<file path="config.mk">
export PLATFORM = sky130hd
export DESIGN_NAME = imm_gen_pipe
export DESIGN_NICKNAME = d
export VERILOG_FILES = /design/src/rtl/imm_pkg.sv /design/src/rtl/imm_skid_buf.sv /design/src/rtl/imm_gen_pipe.sv
export SDC_FILE = /design/constraint.sdc
export NUM_CORES = 1
export LEC_CHECK = 0
export ABC_AREA = 1
export BUFFER_PORTS_ARGS = -buffer_cell sky130_fd_sc_hd__buf_2
export CORE_MARGIN = 2
export CORE_UTILIZATION = 35
export DETAILED_ROUTE_END_ITERATION = 8
export PLACE_DENSITY_LB_ADDON = 0.1
export SLEW_MARGIN = 20
export SYNTH_ARGS = -nofsm -noshare
export SYNTH_HDL_FRONTEND = slang
export SYNTH_HIERARCHICAL = 1
export SYNTH_SLANG_ARGS = --single-unit
</file>
<file path="constraint.sdc">
create_clock -name clk -period 3.1 [get_ports clk]
set_input_delay 0.465 -clock clk [delete_from_list [all_inputs] [get_ports clk]]
set_output_delay 0.465 -clock clk [all_outputs]
set_load 0.01 [all_outputs]
</file>
<file path="src/rtl/imm_pkg.sv">
// Shared immediate-format codes and the instruction-to-immediate decode function.
// Decode always produces a 64-bit result; narrower users truncate it.
package imm_pkg;

  localparam logic [2:0] IMM_I     = 3'b000;
  localparam logic [2:0] IMM_S     = 3'b001;
  localparam logic [2:0] IMM_B     = 3'b010;
  localparam logic [2:0] IMM_J     = 3'b011;
  localparam logic [2:0] IMM_U     = 3'b100;
  localparam logic [2:0] IMM_SHAMT = 3'b101;
  localparam logic [2:0] IMM_ZIMM  = 3'b110;
  localparam logic [2:0] IMM_RSVD  = 3'b111;

  typedef struct packed {
    logic        illegal;
    logic [63:0] imm;
  } imm_dec_t;

  // Sign extension targets 64 bits, so truncating to 32 yields the RV32 result as well.
  function automatic imm_dec_t imm_decode(input logic [31:7] instr, input logic [2:0] src,
                                          input int unsigned xlen);
    imm_dec_t r;
    r.illegal = 1'b0;
    r.imm     = '0;
    case (src)
      IMM_I:     r.imm = {{52{instr[31]}}, instr[31:20]};
      IMM_S:     r.imm = {{52{instr[31]}}, instr[31:25], instr[11:7]};
      IMM_B:     r.imm = {{51{instr[31]}}, instr[31], instr[7], instr[30:25], instr[11:8], 1'b0};
      IMM_J:     r.imm = {{43{instr[31]}}, instr[31], instr[19:12], instr[20], instr[30:21],
                          1'b0};
      IMM_U:     r.imm = {{32{instr[31]}}, instr[31:12], 12'b0};
      IMM_SHAMT: r.imm = (xlen == 64) ? {58'b0, instr[25:20]} : {59'b0, instr[24:20]};
      IMM_ZIMM:  r.imm = {59'b0, instr[19:15]};
      default:   r.illegal = 1'b1;
    endcase
    return r;
  endfunction

endpackage

</file>
<file path="src/rtl/imm_skid_buf.sv">
// Generic 2-entry valid/ready register slice: an output register plus one skid entry.
// in_ready depends only on registered state, breaking the out_ready -> in_ready path.
module imm_skid_buf #(
  parameter int unsigned W = 8
) (
  input  logic         clk,
  input  logic         reset,
  input  logic         in_valid,
  output logic         in_ready,
  input  logic [W-1:0] in_data,
  output logic         out_valid,
  input  logic         out_ready,
  output logic [W-1:0] out_data
);

  logic         main_valid_q, main_valid_d;
  logic [W-1:0] main_data_q, main_data_d;
  logic         skid_valid_q, skid_valid_d;
  logic [W-1:0] skid_data_q, skid_data_d;
  logic         accept, drain;

  assign in_ready  = ~skid_valid_q;
  assign out_valid = main_valid_q;
  assign out_data  = main_data_q;
  assign accept    = in_valid & in_ready;
  assign drain     = main_valid_q & out_ready;

  always_comb begin
    main_valid_d = main_valid_q;
    main_data_d  = main_data_q;
    skid_valid_d = skid_valid_q;
    skid_data_d  = skid_data_q;
    if (skid_valid_q) begin
      // Skid full implies main full and no accept; refill main from skid on drain.
      if (drain) begin
        main_data_d  = skid_data_q;
        skid_valid_d = 1'b0;
      end
    end else if (accept) begin
      if (!main_valid_q || drain) begin
        main_valid_d = 1'b1;
        main_data_d  = in_data;
      end else begin
        skid_valid_d = 1'b1;
        skid_data_d  = in_data;
      end
    end else if (drain) begin
      main_valid_d = 1'b0;
    end
  end

  always_ff @(posedge clk or posedge reset) begin
    if (reset) begin
      main_valid_q <= 1'b0;
      main_data_q  <= '0;
      skid_valid_q <= 1'b0;
      skid_data_q  <= '0;
    end else begin
      main_valid_q <= main_valid_d;
      main_data_q  <= main_data_d;
      skid_valid_q <= skid_valid_d;
      skid_data_q  <= skid_data_d;
    end
  end

endmodule

</file>
<file path="src/rtl/imm_gen_pipe.sv">
// Registered, flow-controlled immediate generator: decodes on the input side and
// passes {illegal, imm, tag} through a 2-entry skid slice with 1-cycle latency.
module imm_gen_pipe
  import imm_pkg::*;
#(
  parameter int unsigned XLEN  = 32,
  parameter int unsigned TAG_W = 5
) (
  input  logic             clk,
  input  logic             reset,
  input  logic             in_valid,
  output logic             in_ready,
  input  logic [24:0]      in_instr,
  input  logic [2:0]       in_immsrc,
  input  logic [TAG_W-1:0] in_tag,
  output logic             out_valid,
  input  logic             out_ready,
  output logic [XLEN-1:0]  out_imm,
  output logic [TAG_W-1:0] out_tag,
  output logic             out_illegal
);

  localparam int unsigned W = XLEN + TAG_W + 1;

  if (XLEN != 32 && XLEN != 64) begin : gen_xlen_check
    $error("imm_gen_pipe: XLEN must be 32 or 64");
  end

  imm_dec_t     dec;
  logic [W-1:0] buf_in_data;
  logic [W-1:0] buf_out_data;

  always_comb begin
    dec = imm_decode(in_instr, in_immsrc, XLEN);
  end

  if (XLEN < 64) begin : gen_unused_hi
    logic unused_imm_hi;
    assign unused_imm_hi = ^dec.imm[63:XLEN];
  end

  assign buf_in_data = {dec.illegal, dec.imm[XLEN-1:0], in_tag};

  imm_skid_buf #(
    .W(W)
  ) u_skid (
    .clk      (clk),
    .reset    (reset),
    .in_valid (in_valid),
    .in_ready (in_ready),
    .in_data  (buf_in_data),
    .out_valid(out_valid),
    .out_ready(out_ready),
    .out_data (buf_out_data)
  );

  assign out_tag     = buf_out_data[TAG_W-1:0];
  assign out_imm     = buf_out_data[TAG_W +: XLEN];
  assign out_illegal = buf_out_data[W-1];

endmodule

</file>
==> results.py <==
metrics = {
    "floorplanning": {
        "die_h_um": 110,
        "num_rows": 38,
        "pin_count": 77,
        "die_x_um": 110,
        "die_area_sq_mm": 0.0122,
        "initial_utilization_pct": 36.2,
        "core_sq_mm": 0.0109,
    },
    "clocking": {
        "clock_tree.htree_level_count": 3,
        "cts.sinks": 78,
        "ctsRootBufferMaster": "sky130_fd_sc_hd__clkbuf_16",
        "clock_insertion_delay_worst_skew_ns": 0.33,
        "holdBufCountCts": 0,
        "postCtsSetupBuffers": 0,
        "path_clk_slew_ns": 0.06,
        "post_cts.resized_instances": 0,
        "clockBufferDepth": 2,
        "numCtsBuffers": 9,
        "cts_tree": "yes",
    },
    "synthesis": {
        "synth.cell_area_sq_mm": 0.00396,
        "ys.warnings.count": 6,
        "synthesis.instances": 554,
        "ys_seq_elements": 78,
        "synth_nets": 591,
        "synth-seq-area-share_pct": 49.3,
        "mean_instance_size_in_the_synthesized_netlist_sq_um": 7.15,
        "synth.distinct_cells": 18,
    },
    "layout": {
        "flow.area_growth_from_synthesis_pct": 19.7,
        "nFillCells": 1192,
        "multiInputGateArea_sq_mm": 0.00177,
        "utilization_pct": 43.3,
        "final_layout_size_suffix_gt1_share_pct": 18.8,
        "nets": 654,
        "seq_cell_area_sq_mm": 0.00195,
        "n_antenna_cell": 0,
    },
    "route": {
        "via_density": 4.89,
        "dr_total_vias": 3726,
        "routedWlPerCell_um": 14.5,
        "postRouteAntennaNets": 0,
        "detailedRoute.firstIterationViolations": 238,
        "routed_wirelength_um": 11000,
        "drc": 0,
        "detail_route.first_pass.iterations": 4,
    },
    "critical_path": {
        "required_ns": 2.63,
        "critical_path.top_delay_family": "buffers and inverters",
        "library_cell_contributing_the_largest_single_delay_on_the_critical_path": "sky130_fd_sc_hd__dfrtp_1",
        "crit_type": "flip-flop to output pin",
        "critPathCaptureType": "output pin",
        "critical_path.cell_chain": "inv_2 -> buf_4 -> buf_2",
        "cp.buffers_inverters": 3,
        "critical_path.max_fanout": 39,
        "cpPeakStageDelay_ns": 0.62,
        "cp_data_arrival_time_ns": 1.73,
        "timing.critical_path.from_type": "flip-flop",
    },
    "power": {
        "power.static_leakage_nw": 2.77,
        "power.density_cell_area_mw_per_mm2": 927,
        "irDropWorstVdd_uv": 332,
    },
    "global_routing": {
        "antenna_found_initial": 0,
        "grt_overflow": 0,
        "grt_first_pass_wirelength_um": 18300,
        "grt.total_usage_pct": 19.8,
        "grt_start_max_net_pins": 40,
        "grt_pass1_vias": 3505,
    },
    "timing": {
        "worst_pin_slew_ns": 0.654,
        "final-hold-violation-count": 0,
        "rsz_0062_raised_after_global_routing": "no",
        "max_clock_freq_mhz": 455,
        "slew-limit-headroom_pct": 56.4,
        "setup_violation_total_in_the_final_timing_report": 0,
        "finalClockSkew_ns": 0.00401,
        "setup_total_negative_slack_ns": 0,
        "period_share_pct": 70.9,
        "finalMaxSlewViolations": 0,
        "period_minus_slack_ns": 2.20,
    },
    "placement": {
        "placement.io_buffers": 76,
        "placer_congestion": 0.893,
        "detailed_place_hpwl_um": 7260,
    },
    "run_status": {
        "run_status": "completed",
    },
    "run": {
        "drv_cap": 0,
    },
    "min_path": {
        "hold_path.class": "input pin to async pin",
    },
}
[cell usage in the layout, fill, tap and decap left out, drive strengths merged]
cell and instances:
nor2 9, o211ai 1, buf 87, clkinvlp 2, nand3 94, inv 13, nand2 307, dfrtp 78
o21ai 8, nor3 1, nand4 7, clkbuf 10, bufinv 2, clkinv 3
[report_power, final]
part	total, mW	switching [mW]	leakage (nW)	internal, mW
Clock	1.14	0.413	0.154	0.724
Combinational	1.56	1.04	1.61	0.521
Sequential	1.70	0.252	1.01	1.45
[cell families after synthesis]
logic type,Yosys count,share of synthesized area (%)
AO/OA/AOI/OAI,9,1.30
buffers and inverters,49,5.97
flip-flops,78,49.3
AND/OR/NAND/NOR,418,43.4
[layer usage]
metal	up-vias	GRT usage (%)	wire length (um)
met4	0	7.68	199
met5	-	0	0
met1	1726	29.7	5530
met3	14	2.94	633
li1	1879	-	-
met2	107	28.5	4680
[cell type report]
class / count / area share [%]
Sequential cell: 78 / 41.2
Timing Repair Buffer: 87 / 9.77
Tap cell: 140 / 3.70
Clock buffer: 10 / 5.04
Clock inverter: 6 / 1.80
Multi-Input combinational cell: 427 / 37.4
Inverter: 14 / 1.14
[metrics by stage]
step	area (sq um)	power, mW	worst slack, ns	hold slack (ns)	instances
global placement	4420	3.27	1.07	0.452	746
finish	4740	4.39	0.902	0.152	762
CTS	4740	4.46	0.892	0.163	762
detailed placement	4420	3.30	1.10	0.455	746
floorplan	3960	2.77	0.640	0.442	554
global route	4740	4.76	0.813	0.189	762
[synth_stat cells, drive strengths merged]
cell | number | area share, %
nand2 | 307 | 29
inv | 14 | 1.3
clkbuf | 10 | 0.95
buf | 25 | 3.7
dfrtp | 78 | 49
o211ai | 1 | 0.19
nor2 | 9 | 0.98
nand4 | 7 | 1.1
o21ai | 8 | 1.1
nand3 | 94 | 12
nor3 | 1 | 0.25
[worst register-to-register path, cell delays in order, from the launching register on]
cell and delay, ns:
sky130_fd_sc_hd__dfrtp_1 0.76, sky130_fd_sc_hd__nand2_1 0.17, sky130_fd_sc_hd__nand2_1 0.38, sky130_fd_sc_hd__nand2_1 0.17
sky130_fd_sc_hd__buf_4 0.26, sky130_fd_sc_hd__nand2_1 0.08, sky130_fd_sc_hd__nand2_1 0.05
[path summary, 6_finish.rpt]
path | from | end | slack, ns | depth (start not counted)
max in group asynchronous | reset | u_skid/skid_data_q[10] | 2.19 | 3
worst min register to register | u_skid/out_data[10] | u_skid/out_data[10] | 0.46 | 2
worst max register to register | u_skid/skid_valid_q | u_skid/out_data[29] | 1.12 | 6
worst max-delay path | u_skid/skid_valid_q | in_ready | 0.90 | 3
worst min-delay path | reset | u_skid/out_data[12] | 0.15 | 2
min in group clk | in_tag[1] | u_skid/skid_data_q[1] | 0.38 | 3
[sequential cells by signal, summed over array words and instances, names as in the netlist]
| signal | cells |
|---|---|
| u_skid/out_data | 38 |
| u_skid/skid_valid_q | 1 |
| u_skid/out_valid | 1 |
| u_skid/skid_data_q | 38 |
(Power assumes the default switching activity.)
